### config.mk
export PLATFORM = sky130hd
export DESIGN_NAME = telemetry_rx
export DESIGN_NICKNAME = d
export VERILOG_FILES = /design/src/rtl/telemetry_rx.sv
export SDC_FILE = /design/constraint.sdc
export NUM_CORES = 1
export LEC_CHECK = 0
export BUFFER_PORTS_ARGS = -buffer_cell sky130_fd_sc_hd__buf_2
export CORE_MARGIN = 2
export CORE_UTILIZATION = 50
export DETAILED_ROUTE_END_ITERATION = 8
export PLACE_DENSITY_LB_ADDON = 0.08
export SYNTH_ARGS = -nofsm -noshare
export SYNTH_HDL_FRONTEND = slang
export SYNTH_SLANG_ARGS = --single-unit
### constraint.sdc
create_clock -name clk -period 5.64 [get_ports clk]
set_input_delay 0.846 -clock clk [delete_from_list [all_inputs] [get_ports clk]]
set_output_delay 0.846 -clock clk [all_outputs]
set_load 0.005 [all_outputs]
### src/rtl/telemetry_rx.sv
// Telemetry link receiver: 8N1 UART deserializer feeding a framer for the
// AA 55 + three 12-bit value packet, with one-cycle vld / frm_err / pkt_err strobes.
module telemetry_rx #(
  parameter int BAUD_DIV = 2604
) (
  input  logic        clk,
  input  logic        rst_n,
  input  logic        RX,
  output logic [11:0] batt_v,
  output logic [11:0] avg_curr,
  output logic [11:0] avg_torque,
  output logic        vld,
  output logic        frm_err,
  output logic        pkt_err
);
  localparam logic [11:0] FULL_CNT = 12'(BAUD_DIV - 1);
  localparam logic [11:0] HALF_CNT = 12'(BAUD_DIV / 2 - 1);
  localparam logic [7:0]  SYNC_A   = 8'hAA;
  localparam logic [7:0]  SYNC_B   = 8'h55;

  typedef enum logic [1:0] {IDLE, START, DATA, STOP} rxState_t;
  typedef enum logic [1:0] {SYNC1, SYNC2, PAYLOAD} pktState_t;

  rxState_t    r_rxState, w_rxNext;
  pktState_t   r_pktState, w_pktNext;
  logic        r_rxMeta, r_rxs, r_rxPrev;
  logic [11:0] r_baudCnt;
  logic [2:0]  r_bitCnt;
  logic [7:0]  r_shift;
  logic        r_byteRdy, r_frmErr;
  logic [2:0]  r_idx;
  logic [11:0] r_shBatt, r_shCurr;
  logic [3:0]  r_shTorqueHi;
  logic [11:0] r_battV, r_avgCurr, r_avgTorque;
  logic        r_vld, r_pktErr;
  logic        w_tick, w_fall, w_highBad, w_accept, w_vldNext, w_pktErrNext;

  assign w_tick = (r_baudCnt == 12'd0);
  assign w_fall = r_rxPrev & ~r_rxs;

  always_comb begin
    w_rxNext = r_rxState;
    case (r_rxState)
      IDLE:    if (w_fall) w_rxNext = START;
      START:   if (w_tick) w_rxNext = r_rxs ? IDLE : DATA;
      DATA:    if (w_tick && r_bitCnt == 3'd7) w_rxNext = STOP;
      STOP:    if (w_tick) w_rxNext = IDLE;
      default: w_rxNext = IDLE;
    endcase
  end

  // Synchronizer resets high so reset release never looks like a start bit.
  always_ff @(posedge clk or negedge rst_n) begin
    if (!rst_n) begin
      r_rxMeta  <= 1'b1;
      r_rxs     <= 1'b1;
      r_rxPrev  <= 1'b1;
      r_rxState <= IDLE;
      r_baudCnt <= 12'd0;
      r_bitCnt  <= 3'd0;
      r_shift   <= 8'd0;
      r_byteRdy <= 1'b0;
      r_frmErr  <= 1'b0;
    end else begin
      r_rxMeta  <= RX;
      r_rxs     <= r_rxMeta;
      r_rxPrev  <= r_rxs;
      r_rxState <= w_rxNext;
      if (r_rxState == IDLE) begin
        if (w_fall) r_baudCnt <= HALF_CNT;
      end else if (w_tick) begin
        r_baudCnt <= FULL_CNT;
      end else begin
        r_baudCnt <= r_baudCnt - 12'd1;
      end
      if (r_rxState == START) r_bitCnt <= 3'd0;
      else if (r_rxState == DATA && w_tick) r_bitCnt <= r_bitCnt + 3'd1;
      if (r_rxState == DATA && w_tick) r_shift <= {r_rxs, r_shift[7:1]};
      r_byteRdy <= (r_rxState == STOP) && w_tick && r_rxs;
      r_frmErr  <= (r_rxState == STOP) && w_tick && !r_rxs;
    end
  end

  // Even payload positions are high bytes and may only carry a nibble.
  assign w_highBad = !r_idx[0] && (r_shift[7:4] != 4'd0);
  assign w_accept  = r_byteRdy && (r_pktState == PAYLOAD) && !w_highBad;

  always_comb begin
    w_pktNext    = r_pktState;
    w_vldNext    = 1'b0;
    w_pktErrNext = 1'b0;
    if (r_frmErr) begin
      w_pktNext = SYNC1;
    end else if (r_byteRdy) begin
      case (r_pktState)
        SYNC1: if (r_shift == SYNC_A) w_pktNext = SYNC2;
        SYNC2: begin
          if (r_shift == SYNC_B) w_pktNext = PAYLOAD;
          else if (r_shift != SYNC_A) w_pktNext = SYNC1;
        end
        PAYLOAD: begin
          if (w_highBad) begin
            w_pktErrNext = 1'b1;
            w_pktNext    = SYNC1;
          end else if (r_idx == 3'd5) begin
            w_vldNext = 1'b1;
            w_pktNext = SYNC1;
          end
        end
        default: w_pktNext = SYNC1;
      endcase
    end
  end

  // Shadows absorb partial packets; outputs move only on a complete one.
  always_ff @(posedge clk or negedge rst_n) begin
    if (!rst_n) begin
      r_pktState   <= SYNC1;
      r_idx        <= 3'd0;
      r_shBatt     <= 12'd0;
      r_shCurr     <= 12'd0;
      r_shTorqueHi <= 4'd0;
      r_battV      <= 12'd0;
      r_avgCurr    <= 12'd0;
      r_avgTorque  <= 12'd0;
      r_vld        <= 1'b0;
      r_pktErr     <= 1'b0;
    end else begin
      r_pktState <= w_pktNext;
      r_vld      <= w_vldNext;
      r_pktErr   <= w_pktErrNext;
      if (r_byteRdy && r_pktState == SYNC2 && r_shift == SYNC_B) r_idx <= 3'd0;
      else if (w_accept) r_idx <= r_idx + 3'd1;
      if (w_accept) begin
        case (r_idx)
          3'd0:    r_shBatt[11:8] <= r_shift[3:0];
          3'd1:    r_shBatt[7:0]  <= r_shift;
          3'd2:    r_shCurr[11:8] <= r_shift[3:0];
          3'd3:    r_shCurr[7:0]  <= r_shift;
          3'd4:    r_shTorqueHi   <= r_shift[3:0];
          default: ;
        endcase
      end
      if (w_vldNext) begin
        r_battV     <= r_shBatt;
        r_avgCurr   <= r_shCurr;
        r_avgTorque <= {r_shTorqueHi, r_shift};
      end
    end
  end

  assign batt_v     = r_battV;
  assign avg_curr   = r_avgCurr;
  assign avg_torque = r_avgTorque;
  assign vld        = r_vld;
  assign frm_err    = r_frmErr;
  assign pkt_err    = r_pktErr;
endmodule
# Yosys cells after proc, flatten, opt, wreduce, memory -nomap -nowiden
# Cells that the tools add are included.
# totals
ff_bits	101
latch_bits	0
ram_bits	0
romBits	0
input_bits	3
output_inout_bits	39
word_cells	105
n_memories	0
# classes
add_sub_neg	3
mul	0
div_mod_pow	0
n_lt_le_gt_ge	0
eq_ne	21
shifts	0
muxes	30
bitwise	2
n_reduce_logical	28
# op_table
cell	count
two-way mux 12 bit	3
two-way mux 2 bit	12
logical NOT 12 bit	1
two-way mux 3 bit	4
subtractor 12 x 1 -> 12 bit (second input constant)	1
logical AND 1 bit	10
AND reduction 2 bit	5
equality test 3 bit (second input constant)	3
two-way mux 1 bit	9
equality test 8 x 7 -> 1 bit (second input constant)	1
equality test 8 bit (second input constant)	1
inequality test 2 bit (second input constant)	4
inequality test 8 bit (second input constant)	1
case mux 2 bit (4 select lines)	1
AND reduction 4 bit	2
adder 3 x 1 -> 3 bit (second input constant)	2
equality test 2 bit (second input constant)	3
equality test 3 x 2 -> 1 bit (second input constant)	2
case mux 2 bit (3 select lines)	1
nonzero test 2 bit	3
equality test 2 x 1 -> 1 bit (second input constant)	2
logical NOT 2 bit	2
inequality test 4 x 3 -> 1 bit (second input constant)	1
inequality test 4 bit (second input constant)	1
other kinds (7)	9

# Longest topological paths before layout
# Gate-level depths: netlist (run 1).
# logic_depth
depth_word	6
mapped_depth	8
ltp_nobuf	6

# Least setup slack after synthesis (run 1)
# No wires, ideal clock.
# synth_path
path_kind	reg2reg
startpoint	reg r_shift[5]
endpoint	reg r_avgCurr[0], in the netlist avg_curr[0]
setup_ps	128
arrival_ps	1976
t_required_ps	5512
setup_slack_ps	3536
stages_incl_launch_ff	6
path_buffers	1
period_less_slack_ps	2104
cell_sequence	dfrtp_1 or4_4 a21oi_4 nand4_4 buf_2 mux2_1
# synth_via
elab_chain_len	6
# synth_rtl
item	line_no	rtl
start, declared	29	logic [7:0] r_shift;
start signal, assigned	78	if (r_rxState == DATA && w_tick) r_shift <= {r_rxs, r_shift[7:1]};
nonzero test 4 bit	85	assign w_highBad = !r_idx[0] && (r_shift[7:4] != 4'd0);
logical AND 1 bit	85	
two-way mux 1 bit	102	if (w_highBad) begin
two-way mux 1 bit	95	case (r_pktState)
two-way mux 1 bit	94	end else if (r_byteRdy) begin
two-way mux 1 bit	92	if (r_frmErr) begin
end signal, assigned	146	r_avgCurr <= r_shCurr;
end, declared	34	logic [11:0] r_battV, r_avgCurr, r_avgTorque;
# Every way passes these cells.
# A chain may end at the register's enable or synchronous reset.

# Final worst setup path (run 1)
# layout_path
startpoint	reg r_shift[4]
endpoint	reg r_avgCurr[9], in the netlist avg_curr[9]
# The elaborated chain is that of the path after synthesis.

==> key figures, run 1 <==
Outcome
  • Outcome: finished clean

Timing
  • Peak Freq: 0.374 GHz
  • Fin Setup TNS: 0 ns
  • Fin. Hold Viols: 0
  • Slew @ Worst Pin: 1.27 ns
  • Unrepaired setup endpoints after global routing: no
  • Max Clock Skew: 0.0116 ns
  • # setup viols final: 0
  • Crit path time final: 2.67 ns
  • Part of the cycle the worst path needs: 47.4%
  • Relative slew slack: 14.3%
  • Final Slew Violations: 0
  • Min Hold Slack: 0.362 ns
  • PnR worst setup slack: 2.97 ns

Global route
  • Vias in the first global route: 2515
  • Initial antenna violation count: 0
  • Total track usage: 18.9%
  • Congestion Overflow GR: 0
  • Largest net degree at the start of global routing: 67
  • First-pass GRT wire length: 13.0 mm

Placement
  • Dpl cell area: 4550 um^2
  • Pre-CTS setup slack: 2.95 ns
  • Gpl congestion: 0.816
  • Detail Placement HPWL: 5.09 mm
  • Placed insts: 453
  • Port Buffers: 41

Power
  • Peak VDD IR: 175 uV
  • Leak Pwr: 2.47 nW
  • P per Cell Area: 293 nW/um^2
  • Total Power: 1.39 mW

Yosys
  • Avg Inst Size Synth: 13.4 um^2
  • Sequential cell area fraction in the yosys report: 59.6%
  • Top FF cell, synth: dfrtp_1
  • Warning count from the yosys run: 0
  • Mux cell area share after synthesis: 19.6%
  • Flops & latches, synth: 101
  • Netlist cell types: 46
  • Main combinational cell family by area after synthesis: multiplexers
  • Post-synth ARST share: 100%
  • Synth Area in Adders: 2.65%
  • Synthesized instance count: 317
  • Yosys top cell by area: dfrtp_1
  • Syn Std Cell Area: 4240 um^2
  • Post-Synth XOR/XNOR Area: 0%
  • Post-synth EDFFs: 0
  • Post-synthesis compound-gate area fraction: 7.46%
  • Ranking of synthesized cells by area: dfrtp_1 58%, mux2_2 12%, mux2_1 7.7%
  • Synth Area in Simple Gates: 8.34%
  • Syn_nets: 329
  • Synth top area share: 57.8%

Routing
  • Routed wire length: 7.72 mm
  • DR WL/cell: 16.5 um
  • Routed vias/inst: 5.59
  • DRC Markers: 0
  • DR vias: 2622
  • ANT nets after route: 0
  • Iter 0 DRT Violations: 142
  • Drt pass-1 iters: 4

Layout
  • Post-Layout Cell Count: 469
  • Final #Nets: 371
  • Register area: 2530 um^2
  • Layout cells sized above 1: 30.2%
  • Layout fillers: 688
  • Multi-input gate area: 1620 um^2
  • Final instance area: 4740 um^2
  • Commonest non-fill, non-tap cell in the layout: dfrtp_1
  • Commonest cells after routing, fill and taps aside: 98 x dfrtp_1, 44 x mux2_2, 40 x buf_2
  • Layout area overhead: 11.6%
  • Final core utilization: 57.7%
  • Ant diodes: 0

Clock tree
  • CTS tree: built
  • CTS clk-pin slew, worst paths: 0.10 ns
  • # clock sinks: 101
  • Clk buf depth: 2
  • Hold Buf Count CTS: 0
  • H-tree depth: 3
  • CTS buffer count: 9
  • Postcts setup bufs: 0
  • # resized after CTS: 0
  • Worst-skew pair later-pin latency: 0.38 ns
  • CTS root buffer: clkbuf_8

Worst setup path
  • Worst Setup End Kind: register
  • Crit-path slowest cell: nand4_4
  • CP bufs+invs: 0
  • Maximum fanout along the worst path: 37
  • CP cell instances: or4_4 > a21oi_4 > nand4_4 > mux2_1
  • Slowest cell delay on critical path: 0.60 ns
  • Crit path DAT: 2.93 ns
  • WS Path Type: reg -> reg
  • Startpoint class of the critical path: register
  • CP required: 5.90 ns
  • Delay-heaviest family, CP: simple AND/OR/NAND/NOR gates

Floorplan
  • Core area: 8220 um^2
  • Die width: 96.1 um
  • Io pins: 42
  • DIE HEIGHT: 96.1 um
  • Initial core utilization: 51.7%
  • Core Rows: 33
  • Area of the die: 9240 um^2

Min path
  • Hold Crit Class: reg -> reg

Job
  • MaxCap Viol Count: 0
## layout make-up
type / instances / share of cell area, %
Clock inverter: 7 / 1.37
Inverter: 13 / 1.03
Multi-Input combinational cell: 191 / 34.1
Timing Repair Buffer: 43 / 4.70
Clock buffer: 9 / 2.61
Sequential cell: 101 / 53.4
Tap cell: 105 / 2.77
## per-layer routing
layer | wire, um | track usage [%] | up-vias
met5 | 0 | 0 | -
met4 | 139 | 7.14 | 0
met3 | 263 | 3.99 | 13
met2 | 3400 | 27.0 | 51
met1 | 3920 | 28.2 | 1322
li1 | - | - | 1236
## cell families after synthesis
family | after synthesis
AO/OA/AOI/OAI | 47
AND/OR/NAND/NOR | 61
multiplexers | 74
adder cells (fa/ha/maj) | 9
flip-flops | 101
buffers and inverters | 25
## where the power goes
group	internal (mW)	total (mW)	leakage, nW	switching [mW]
Sequential	0.766	0.807	1.37	0.0417
Combinational	0.0571	0.136	1.00	0.0786
Clock	0.173	0.447	0.0999	0.274
## state kept, by name (all words and copies together) (netlist names), 4 cells and up, named ones only
signal,flops
avg_curr,12
avg_torque,12
batt_v,12
r_baudCnt,12
r_shBatt,12
r_shCurr,12
r_shift,8
r_shTorqueHi,4
## final timing paths
path,to,depth (start not counted),start,slack [ns]
max,avg_curr[9]$_DFFE_PN0P_,4,r_shift[4]$_DFFE_PN0P_,2.97
min,r_rxs$_DFF_PN1_,0,r_rxMeta$_DFF_PN1_,0.36
max reg2reg,avg_curr[9]$_DFFE_PN0P_,4,r_shift[4]$_DFFE_PN0P_,2.97
min reg2reg,r_rxs$_DFF_PN1_,0,r_rxMeta$_DFF_PN1_,0.36
max in group asynchronous,r_baudCnt[7]$_DFFE_PN0P_,2,rst_n,4.05
min in group asynchronous,r_shBatt[1]$_DFFE_PN0P_,1,rst_n,0.40
## synthesized netlist by cell type (all sizes together) (2+ instances only)
library cell	n
dfrtp	98
mux2	73
inv	13
nor2	13
o21ai	12
a21oi	10
nand2	10
ha	9
clkbuf	8
nand3	7
a31oi	6
nand3b	6
a21o	4
buf	4
nand4	4
dfstp	3
nor2b	3
nor3b	3
nor4	3
or4	3
a32o	2
and3	2
nor3	2
o21a	2
Power figures use the tool's default switching activity.
==> run 2: changes to the inputs <==
==> constraint.sdc (replaced) <==
create_clock -name clk -period 2.5 [get_ports clk]
set_input_delay 0.375 -clock clk [delete_from_list [all_inputs] [get_ports clk]]
set_output_delay 0.375 -clock clk [all_outputs]
set_load 0.005 [all_outputs]
==> run 2 against run 1 <==
Via count rose by 2.7%. Routed wire length rose by 5.6%. Sequential power rose by 130%. Non-clock buffer count rose by 13. Critical path type unchanged. Critical endpoint is now r_shBatt[4]$_DFFE_PN0P_.
==> key figures, run 2 (synthesis results as in run 1) <==
Outcome
  • Outcome: finished clean

Timing
  • Relative slew slack: 58.4%
  • Max Clock Skew: 0.0107 ns
  • Peak Freq: 0.448 GHz
  • Fin Setup TNS: 0 ns
  • Fin. Hold Viols: 0
  • Slew @ Worst Pin: 0.618 ns
  • Part of the cycle the worst path needs: 89.3%
  • # setup viols final: 0
  • Crit path time final: 2.23 ns
  • Final Slew Violations: 0
  • Unrepaired setup endpoints after global routing: no

Layout
  • Ant diodes: 0
  • Final instance area: 4840 um^2
  • Final #Nets: 384
  • Layout cells sized above 1: 32.4%
  • Layout area overhead: 14.1%
  • Commonest cells after routing, fill and taps aside: 98 x dfrtp_1, 44 x mux2_2, 40 x buf_2
  • Commonest non-fill, non-tap cell in the layout: dfrtp_1
  • Final core utilization: 58.9%

Clock tree
  • CTS root buffer: clkbuf_8
  • CTS tree: built
  • # resized after CTS: 0
  • Worst-skew pair later-pin latency: 0.37 ns
  • CTS clk-pin slew, worst paths: 0.10 ns
  • H-tree depth: 3
  • Postcts setup bufs: 0
  • Clk buf depth: 2
  • # clock sinks: 101
  • Hold Buf Count CTS: 0
  • CTS buffer count: 9

Worst setup path
  • Worst r2r dst: r_shBatt[4]$_DFFE_PN0P_
  • Critical Path Stages: 4
  • Worst Setup End Kind: register
  • WS Path Type: reg -> reg
  • Delay-heaviest family, CP: simple AND/OR/NAND/NOR gates
  • Crit-path slowest cell: or4_4
  • CP bufs+invs: 0
  • CP required: 2.75 ns
  • R2R cell count: 4
  • CP cell instances: or4_4 > a21oi_4 > nand3_1 > mux2_2
  • Maximum fanout along the worst path: 10
  • Slowest cell delay on critical path: 0.58 ns
  • R2R Setup Slk: 0.27 ns
  • Worst R2R Start: r_shift[5]$_DFFE_PN0P_
  • Startpoint class of the critical path: register
  • Crit path DAT: 2.48 ns

Routing
  • Iter 0 DRT Violations: 141
  • ANT nets after route: 0
  • Routed vias/inst: 5.59
  • DR vias: 2693
  • Drt pass-1 iters: 4
  • DR WL/cell: 16.9 um
  • Routed wire length: 8.15 mm
  • DRC Markers: 0

Global route
  • Busiest grt layer: met2
  • Largest net degree at the start of global routing: 49
  • Total track usage: 19.3%
  • Met3 Resource Use GR: 3.05%
  • Met1 Track Usage GR: 28.3%
  • First-pass GRT wire length: 13.4 mm
  • Initial antenna violation count: 0
  • Congestion Overflow GR: 0
  • Met2 usage: 28.9%
  • Vias in the first global route: 2558

Power
  • Combinational group share of total power: 10.8%
  • Leak Pwr: 2.53 nW
  • P_int: 2.26 mW
  • Clock Power Share: 30.9%
  • P per Cell Area: 647 nW/um^2
  • Net Switching: 873 uW
  • Sw Share: 27.9%
  • Peak VDD IR: 348 uV
  • Sequential Power Share: 58.3%

Floorplan
  • Die width: 96.1 um
  • Core area: 8220 um^2
  • Io pins: 42
  • Initial core utilization: 51.7%
  • DIE HEIGHT: 96.1 um
  • Area of the die: 9240 um^2
  • Core Rows: 33

Job
  • MaxCap Viol Count: 0

Placement
  • Detail Placement HPWL: 5.62 mm
  • Port Buffers: 41
  • Dpl cell area: 4660 um^2
  • Gpl congestion: 0.813

Min path
  • Hold Crit Class: in -> async
-- run 2: final cells by class --
type,instances,area [um^2]
clock buffer,10,128
clock inverter,6,53.8
fill,700,3380
inverter,13,48.8
multi-input combinational,191,1620
sequential,101,2530
tap,105,131
timing repair buffer,56,333
-- run 2: worst max path at each step --
stage	start	endpoint
detailed placement	r_shift[5]$_DFFE_PN0P_	batt_v[5]$_DFFE_PN0P_
global route	r_shift[5]$_DFFE_PN0P_	r_shBatt[4]$_DFFE_PN0P_
finish	r_shift[5]$_DFFE_PN0P_	r_shBatt[4]$_DFFE_PN0P_
floorplan	r_shift[5]$_DFFE_PN0P_	avg_curr[0]$_DFFE_PN0P_
global placement	r_shift[5]$_DFFE_PN0P_	r_shBatt[3]$_DFFE_PN0P_
CTS	r_shift[5]$_DFFE_PN0P_	batt_v[5]$_DFFE_PN0P_
-- run 2: per-layer routing --
metal | wire length [um] | vias up
met2 | 3750 | 54
li1 | - | 1257
met4 | 126 | 0
met5 | 0 | -
met3 | 377 | 9
met1 | 3900 | 1373
-- run 2: power by group through the flow --
stage	clock network [mW]	registers [mW]	logic, mW
after floorplan	0	1.83	0.226
after global placement	0	1.85	0.327
after detailed placement	0	1.85	0.343
after CTS	0.994	1.82	0.343
after global routing	1.07	1.84	0.386
final	0.967	1.83	0.340
-- run 2: through the flow --
stage	hold slack (ns)	std cells	power, mW	setup slack (ns)
3_5_place_dp	0.348	466	2.19	0.272
2_1_floorplan	0.0794	317	2.05	0.396
6_report	0.0212	482	3.13	0.268
4_1_cts	0.0367	482	3.16	0.266
3_3_place_gp	0.347	466	2.18	0.341
5_1_grt	0.0444	482	3.30	0.125
